[config.mk]
export PLATFORM = sky130hd
export DESIGN_NAME = lvl_scan_gen_flat
export DESIGN_NICKNAME = d
export VERILOG_FILES = /design/src/rtl/lvl_scan_gen_if.sv /design/src/rtl/lvl_scan_gen.sv /design/src/flat_wrapper.sv
export SDC_FILE = /design/constraint.sdc
export NUM_CORES = 1
export LEC_CHECK = 0
export CAP_MARGIN = 20
export CORE_UTILIZATION = 45
export DETAILED_ROUTE_END_ITERATION = 8
export PLACE_DENSITY = 0.69
export SYNTH_ARGS = -nofsm -noshare
export SYNTH_HDL_FRONTEND = slang
export SYNTH_SLANG_ARGS = --single-unit
[constraint.sdc]
create_clock -name clk -period 1.8 [get_ports clk]
set_input_delay 0.36 -clock clk [delete_from_list [all_inputs] [get_ports clk]]
set_output_delay 0.36 -clock clk [all_outputs]
set_load 0.01 [all_outputs]
[src/rtl/lvl_scan_gen_if.sv]
// Level/scan bundle between the game logic, lvl_scan_gen and the 4-digit decoder.
// master: the side issuing level requests and watching the display/level outputs.
// slave : lvl_scan_gen itself.
interface lvl_scan_gen_if;
    logic       lvl_up;   // single-cycle request: advance level by one
    logic       lvl_clr;  // single-cycle request: return level to 0
    logic [1:0] scan;     // digit select to decoder
    logic [3:0] din;      // frame-stable level digit to decoder
    logic [3:0] level;    // live level register
    logic       at_max;   // level == LVL_MAX

    modport master (
        output lvl_up,
        output lvl_clr,
        input  scan,
        input  din,
        input  level,
        input  at_max
    );

    modport slave (
        input  lvl_up,
        input  lvl_clr,
        output scan,
        output din,
        output level,
        output at_max
    );
endinterface

[src/rtl/lvl_scan_gen.sv]
// lvl_scan_gen: level register plus digit-scan sequencer for the "L-0n" display.
//   - prescaler divides clk into a one-cycle scan tick every DIV cycles
//   - scan slot sequencer walks 00 -> 01 -> 10 -> 11 -> 00 on each tick
//   - level register with clear/advance requests (clear has priority)
//   - din shadows the level once per frame so the decoder never sees a mid-frame change
// Optional build macro LVL_WRAP_EN: lvl_up at LVL_MAX wraps the level to 0 instead
// of saturating.
module lvl_scan_gen #(
    parameter  int DIV     = 50000,
    parameter  int LVL_MAX = 9,
    localparam int CW      = (DIV > 1) ? $clog2(DIV) : 1
) (
    input  logic            clk,
    input  logic            rst,
    lvl_scan_gen_if.slave   bus
);

    localparam logic [3:0] LVL_TOP = 4'(LVL_MAX);

    // Slot order matches the decoder's digit select encoding.
    typedef enum logic [1:0] {
        SLOT_LVL  = 2'b00,   // level digit
        SLOT_ZERO = 2'b01,   // '0'
        SLOT_DASH = 2'b10,   // '-'
        SLOT_L    = 2'b11    // 'L'
    } slot_t;

    logic       tick;
    logic       frame_end;
    slot_t      slot_reg;
    slot_t      slot_next;
    logic [3:0] level_reg;
    logic [3:0] level_next;
    logic [3:0] din_reg;

    // ------------------------------------------------------------------
    // Prescaler: tick is high on the last cycle of every DIV-cycle slot.
    // With DIV = 1 every cycle is the last one, so no counter is needed.
    // ------------------------------------------------------------------
    generate
        if (DIV == 1) begin : g_no_div
            assign tick = 1'b1;
        end else begin : g_div
            localparam logic [CW-1:0] CNT_LAST = CW'(DIV - 1);

            logic [CW-1:0] cnt_reg;
            logic [CW-1:0] cnt_next;

            // Next prescaler value: count up, fold back to 0 after the last cycle.
            always_comb begin
                cnt_next = cnt_reg + 1'b1;
                if (cnt_reg == CNT_LAST) begin
                    cnt_next = '0;
                end
            end

            // Prescaler register.
            always_ff @(posedge clk or posedge rst) begin
                if (rst) begin
                    cnt_reg <= '0;
                end else begin
                    cnt_reg <= cnt_next;
                end
            end

            assign tick = (cnt_reg == CNT_LAST);
        end
    endgenerate

    // ------------------------------------------------------------------
    // Scan slot sequencer (two-process FSM).
    // ------------------------------------------------------------------

    // Slot state register.
    always_ff @(posedge clk or posedge rst) begin
        if (rst) begin
            slot_reg <= SLOT_LVL;
        end else begin
            slot_reg <= slot_next;
        end
    end

    // Next slot on tick; frame_end marks the tick that leaves the 'L' slot.
    always_comb begin
        slot_next = slot_reg;
        frame_end = 1'b0;
        if (tick) begin
            case (slot_reg)
                SLOT_LVL:  slot_next = SLOT_ZERO;
                SLOT_ZERO: slot_next = SLOT_DASH;
                SLOT_DASH: slot_next = SLOT_L;
                SLOT_L: begin
                    slot_next = SLOT_LVL;
                    frame_end = 1'b1;
                end
                default:   slot_next = SLOT_LVL;
            endcase
        end
    end

    // ------------------------------------------------------------------
    // Level register: clear beats advance; advance at the top either
    // saturates or wraps depending on the build.
    // ------------------------------------------------------------------

    // Next level from the request inputs.
    always_comb begin
        level_next = level_reg;
        if (bus.lvl_clr) begin
            level_next = 4'd0;
        end else if (bus.lvl_up) begin
            if (level_reg < LVL_TOP) begin
                level_next = level_reg + 4'd1;
            end else begin
`ifdef LVL_WRAP_EN
                level_next = 4'd0;
`else
                level_next = level_reg;
`endif
            end
        end
    end

    // Level register.
    always_ff @(posedge clk or posedge rst) begin
        if (rst) begin
            level_reg <= 4'd0;
        end else begin
            level_reg <= level_next;
        end
    end

    // ------------------------------------------------------------------
    // Display shadow: captures the pre-edge level only at the frame
    // boundary, so din is constant for a whole 4-slot frame.
    // ------------------------------------------------------------------

    // din shadow register.
    always_ff @(posedge clk or posedge rst) begin
        if (rst) begin
            din_reg <= 4'd0;
        end else if (frame_end) begin
            din_reg <= level_reg;
        end
    end

    // ------------------------------------------------------------------
    // Outputs: scan and din come straight from registers.
    // ------------------------------------------------------------------
    assign bus.scan   = slot_reg;
    assign bus.din    = din_reg;
    assign bus.level  = level_reg;
    assign bus.at_max = (level_reg == LVL_TOP);

endmodule

[src/flat_wrapper.sv]
// flat-port wrapper written by rule: the top's interface ports become plain ports
module lvl_scan_gen_flat 
#(
    parameter  int DIV     = 50000,
    parameter  int LVL_MAX = 9,
    localparam int CW      = (DIV > 1) ? $clog2(DIV) : 1
)
  (clk, rst, bus_lvl_up, bus_lvl_clr, bus_scan, bus_din, bus_level, bus_at_max);
  lvl_scan_gen_if bus_i ();
  input  logic clk;
  input  logic rst;
  input wire logic [$bits(bus_i.lvl_up)-1:0] bus_lvl_up;
  input wire logic [$bits(bus_i.lvl_clr)-1:0] bus_lvl_clr;
  output wire logic [$bits(bus_i.scan)-1:0] bus_scan;
  output wire logic [$bits(bus_i.din)-1:0] bus_din;
  output wire logic [$bits(bus_i.level)-1:0] bus_level;
  output wire logic [$bits(bus_i.at_max)-1:0] bus_at_max;
  assign bus_i.lvl_up = bus_lvl_up;
  assign bus_i.lvl_clr = bus_lvl_clr;
  assign bus_scan = bus_i.scan;
  assign bus_din = bus_i.din;
  assign bus_level = bus_i.level;
  assign bus_at_max = bus_i.at_max;
  lvl_scan_gen #(.DIV(DIV), .LVL_MAX(LVL_MAX)) u_core (.clk(clk), .rst(rst), .bus(bus_i));
endmodule
==> metrics.md <==
| Metric | Value |
|---|---|
| Status | finished, final reports clean |
| Crit path launch type | flip-flop |
| Sequential area share after synthesis | 51.4% |
| Setup TNS | 0 ns |
| Number of global-route vias before repair | 838 |
| Net count, final | 155 |
| Final WL | 2450 um |
| # port buffers | 14 |
| Area growth syn-to-layout | 24.9% |
| Family with the most delay on the worst path | simple AND/OR/NAND/NOR gates |
| Fmax | 560 MHz |
| Chip width | 55.0 um |
| Layout cells sized above 1 | 18.3% |
| Largest net degree at the start of global routing | 19 |
| Post-synth top area share | 51.4% |
| Post-synth ARST share | 100% |
| DPL Wire Length | 1870 um |
| Root buffer cell | clkbuf_4 |
| Placed Cells | 169 |
| Syn Area/Cell | 11.2 um2 |
| Final hold violations | 0 |
| Via density per instance | 5.21 |
| Fin crit share | 99.2% |
| Cts bufs inserted | 3 |
| Setup crit end kind | flip-flop |
| RR Endpoint | u_core.bus.din[1]$_DFFE_PP0P_ |
| Critical Path Fanout Max | 4 |
| Core area | 0.00257 mm2 |
| Critical path arrival | 2.00 ns |
| Initial DRC count | 19 |
| Non-filler instance count after layout | 172 |
| Hold-fix buffers at CTS | 0 |
| Peak VDD IR | 457 uV |
| Chip height | 55.0 um |
| Total gr overflow | 0 |
| Most common cell after layout, fill and taps aside | dfrtp_1 |
| Logic pwr share | 7.8% |
| Vias | 896 |
| Setup CP Type | flip-flop to flip-flop |
| Rows | 18 |
| Initial DRT Pass Iterations | 4 |
| CTS Buffer Depth | 2 |
| CTS clock-pin slew for the worst setup and hold paths | 0.13 ns |
| Max-cap viol count | 0 |
| GP Congestion | 0.822 |
| DRT antenna net count | 0 |
| Most frequent cells in the layout | 26 x dfrtp_1, 14 x nor2_1, 12 x buf_4, 11 x clkdlybuf4s50_1 |
| Die area | 0.00303 mm2 |
| Initial antenna violation count | 0 |
| Final slew viol count | 0 |
| Tot GR Track Use | 19.3% |
| Global-route wire length before repair | 3950 um |
| Slew @ Worst Pin | 0.401 ns |
| Syn Std Cell Area | 0.00126 mm2 |
| Skew final | 0.00435 ns |
| Syn_nets | 124 |
| Htree depth | 1 |
| Synth area leader | dfrtp_1 |
| Clock Sink Count | 26 |
| Post-Syn Instances | 113 |
| Setup violations, final | 0 |
| R2R Setup Slk | 0.01 ns |
| Switch share | 22.2% |
| RSZ-0062 raised after global routing | yes |
| Diode count | 0 |
| Post-synth EDFFs | 0 |
| Fill count | 233 |
| Seq pwr share | 65.7% |
| Number of synthesized register bits | 26 |
| Post CTS Setup Buffer Count | 0 |
| Slew margin rel. | 73.3% |
| Most common flop cell mapped by yosys | dfrtp_1 |
| Post-detailed-route DRC marker count | 0 |
| Clk_lat worst skew | 0.31 ns |
| Synth warnings | 0 |
| CP max stage delay | 0.56 ns |
| CP required | 2.02 ns |
| Clock power share | 26.5% |
| Worst R2R Path Depth | 4 |
| Number of buffers and inverters on the critical path | 0 |
| Per-cell routed wire length | 14.2 um |
| IO Pins | 15 |
| Slowest cell on crit path | or4b_4 |
| PwrDens | 570 mW/mm2 |
| Starting Density | 49.3% |
| Yosys cell types | 27 |
| R2r startpoint | u_core.g_div.cnt_reg[7]$_DFF_PP0_ |
| Hold Crit Class | primary input to async pin |
| Minimum clock period | 1.79 ns |
| Critical-path cell list | or4b_4 -> nor4_4 -> nand2_2 -> mux2_4 |
| Utilization after layout | 61.5% |
| Internal Power | 0.000701 W |
| CTS tree | yes |
| Synth top area cells | dfrtp_1 51%, ha_1 6.9%, xnor2_1 5.5%, xor2_1 4.8%, mux2_4 4.7% |
| Leakage | 0.780 nW |
| Sw power | 0.000200 W |
| Number of flip-flops in the largest register | 16 |
per-layer routing:
layer | track usage [%] | wire (um) | up-vias
met5 | 0 | 0 | -
met4 | 9.58 | 43 | 0
met3 | 4.10 | 47 | 4
met2 | 29.3 | 1160 | 11
met1 | 26.0 | 1200 | 438
li1 | - | - | 443
power groups by stage:
stage	logic, W	clock network [W]	registers, W
after global placement	0.0000708	0	0.000603
after global routing	0.0000795	0.000276	0.000593
after floorplan	0.0000276	0	0.000609
after CTS	0.0000739	0.000252	0.000592
after detailed placement	0.0000734	0	0.000603
final	0.0000705	0.000239	0.000592
kinds of logic (layout without fill, tap and decap cells):
family                   Yosys count  count (layout)  share of synthesized area, %
AO/OA/AOI/OAI                      7               7                          3.17
multiplexers                       5               5                          5.54
XOR/XNOR                          15              15                          10.4
adder cells (fa/ha/maj)            7               7                          6.92
AND/OR/NAND/NOR                   44              44                          19.8
flip-flops                        26              26                          51.4
buffers and inverters              9              38                          2.77
layout make-up:
class	instances	area [um2]	share of cell area [%]
flip-flops and latches	26	651	41.2
clock buffers	3	22.5	1.43
repair buffers	27	250	15.8
inverters	8	30.0	1.90
well taps	30	37.5	2.38
multi-input cells	78	589	37.3
timing repair:
item / CTS / global route
setup endpoints to repair: 5 / 8
pin swaps: 2 / 3
gates resized for setup: 2 / 5
worst reg2reg max path: stages, from the launching register on:
cell and delay [ns]:
dfrtp_1 0.40, or4b_4 0.56, nor4_4 0.26, nand2_2 0.15
mux2_4 0.32
synth_stat cells, types with 2 or more instances:
cell type  number
dfrtp_1        26
nor2_1         14
inv_1           8
xnor2_1         8
ha_1            7
xor2_1          7
nand2_1         5
nand4_1         5
mux2_4          4
nand3_1         4
a21oi_1         3
nor3_1          3
nor4_1          3
nor2b_1         2
o21ai_0         2
worst max path at each step:
stage / endpoint / from / depth (start not counted) / slack, ns
final: u_core.bus.din[1]$_DFFE_PP0P_ / u_core.g_div.cnt_reg[7]$_DFF_PP0_ / 4 / 0.01
after global routing: u_core.bus.din[1]$_DFFE_PP0P_ / u_core.g_div.cnt_reg[10]$_DFF_PP0_ / 4 / -0.05
after detailed placement: u_core.bus.din[1]$_DFFE_PP0P_ / u_core.g_div.cnt_reg[11]$_DFF_PP0_ / 4 / -0.05
after CTS: u_core.bus.din[1]$_DFFE_PP0P_ / u_core.g_div.cnt_reg[5]$_DFF_PP0_ / 4 / 0.005
after floorplan: u_core.bus.din[2]$_DFFE_PP0P_ / u_core.g_div.cnt_reg[11]$_DFF_PP0_ / 4 / -0.07
after global placement: u_core.bus.din[3]$_DFFE_PP0P_ / u_core.g_div.cnt_reg[11]$_DFF_PP0_ / 4 / 0.01
through the flow:
stage	area [um2]	setup slack [ns]	power, W	hold WS, ns
2_1_floorplan	1260	-0.0711	0.000637	0.400
3_3_place_gp	1550	0.0121	0.000674	0.509
3_5_place_dp	1550	-0.0527	0.000676	0.493
4_1_cts	1570	0.00541	0.000918	0.310
5_1_grt	1580	-0.0503	0.000949	0.345
6_report	1580	0.0147	0.000901	0.308
(Power assumes the default switching activity.)
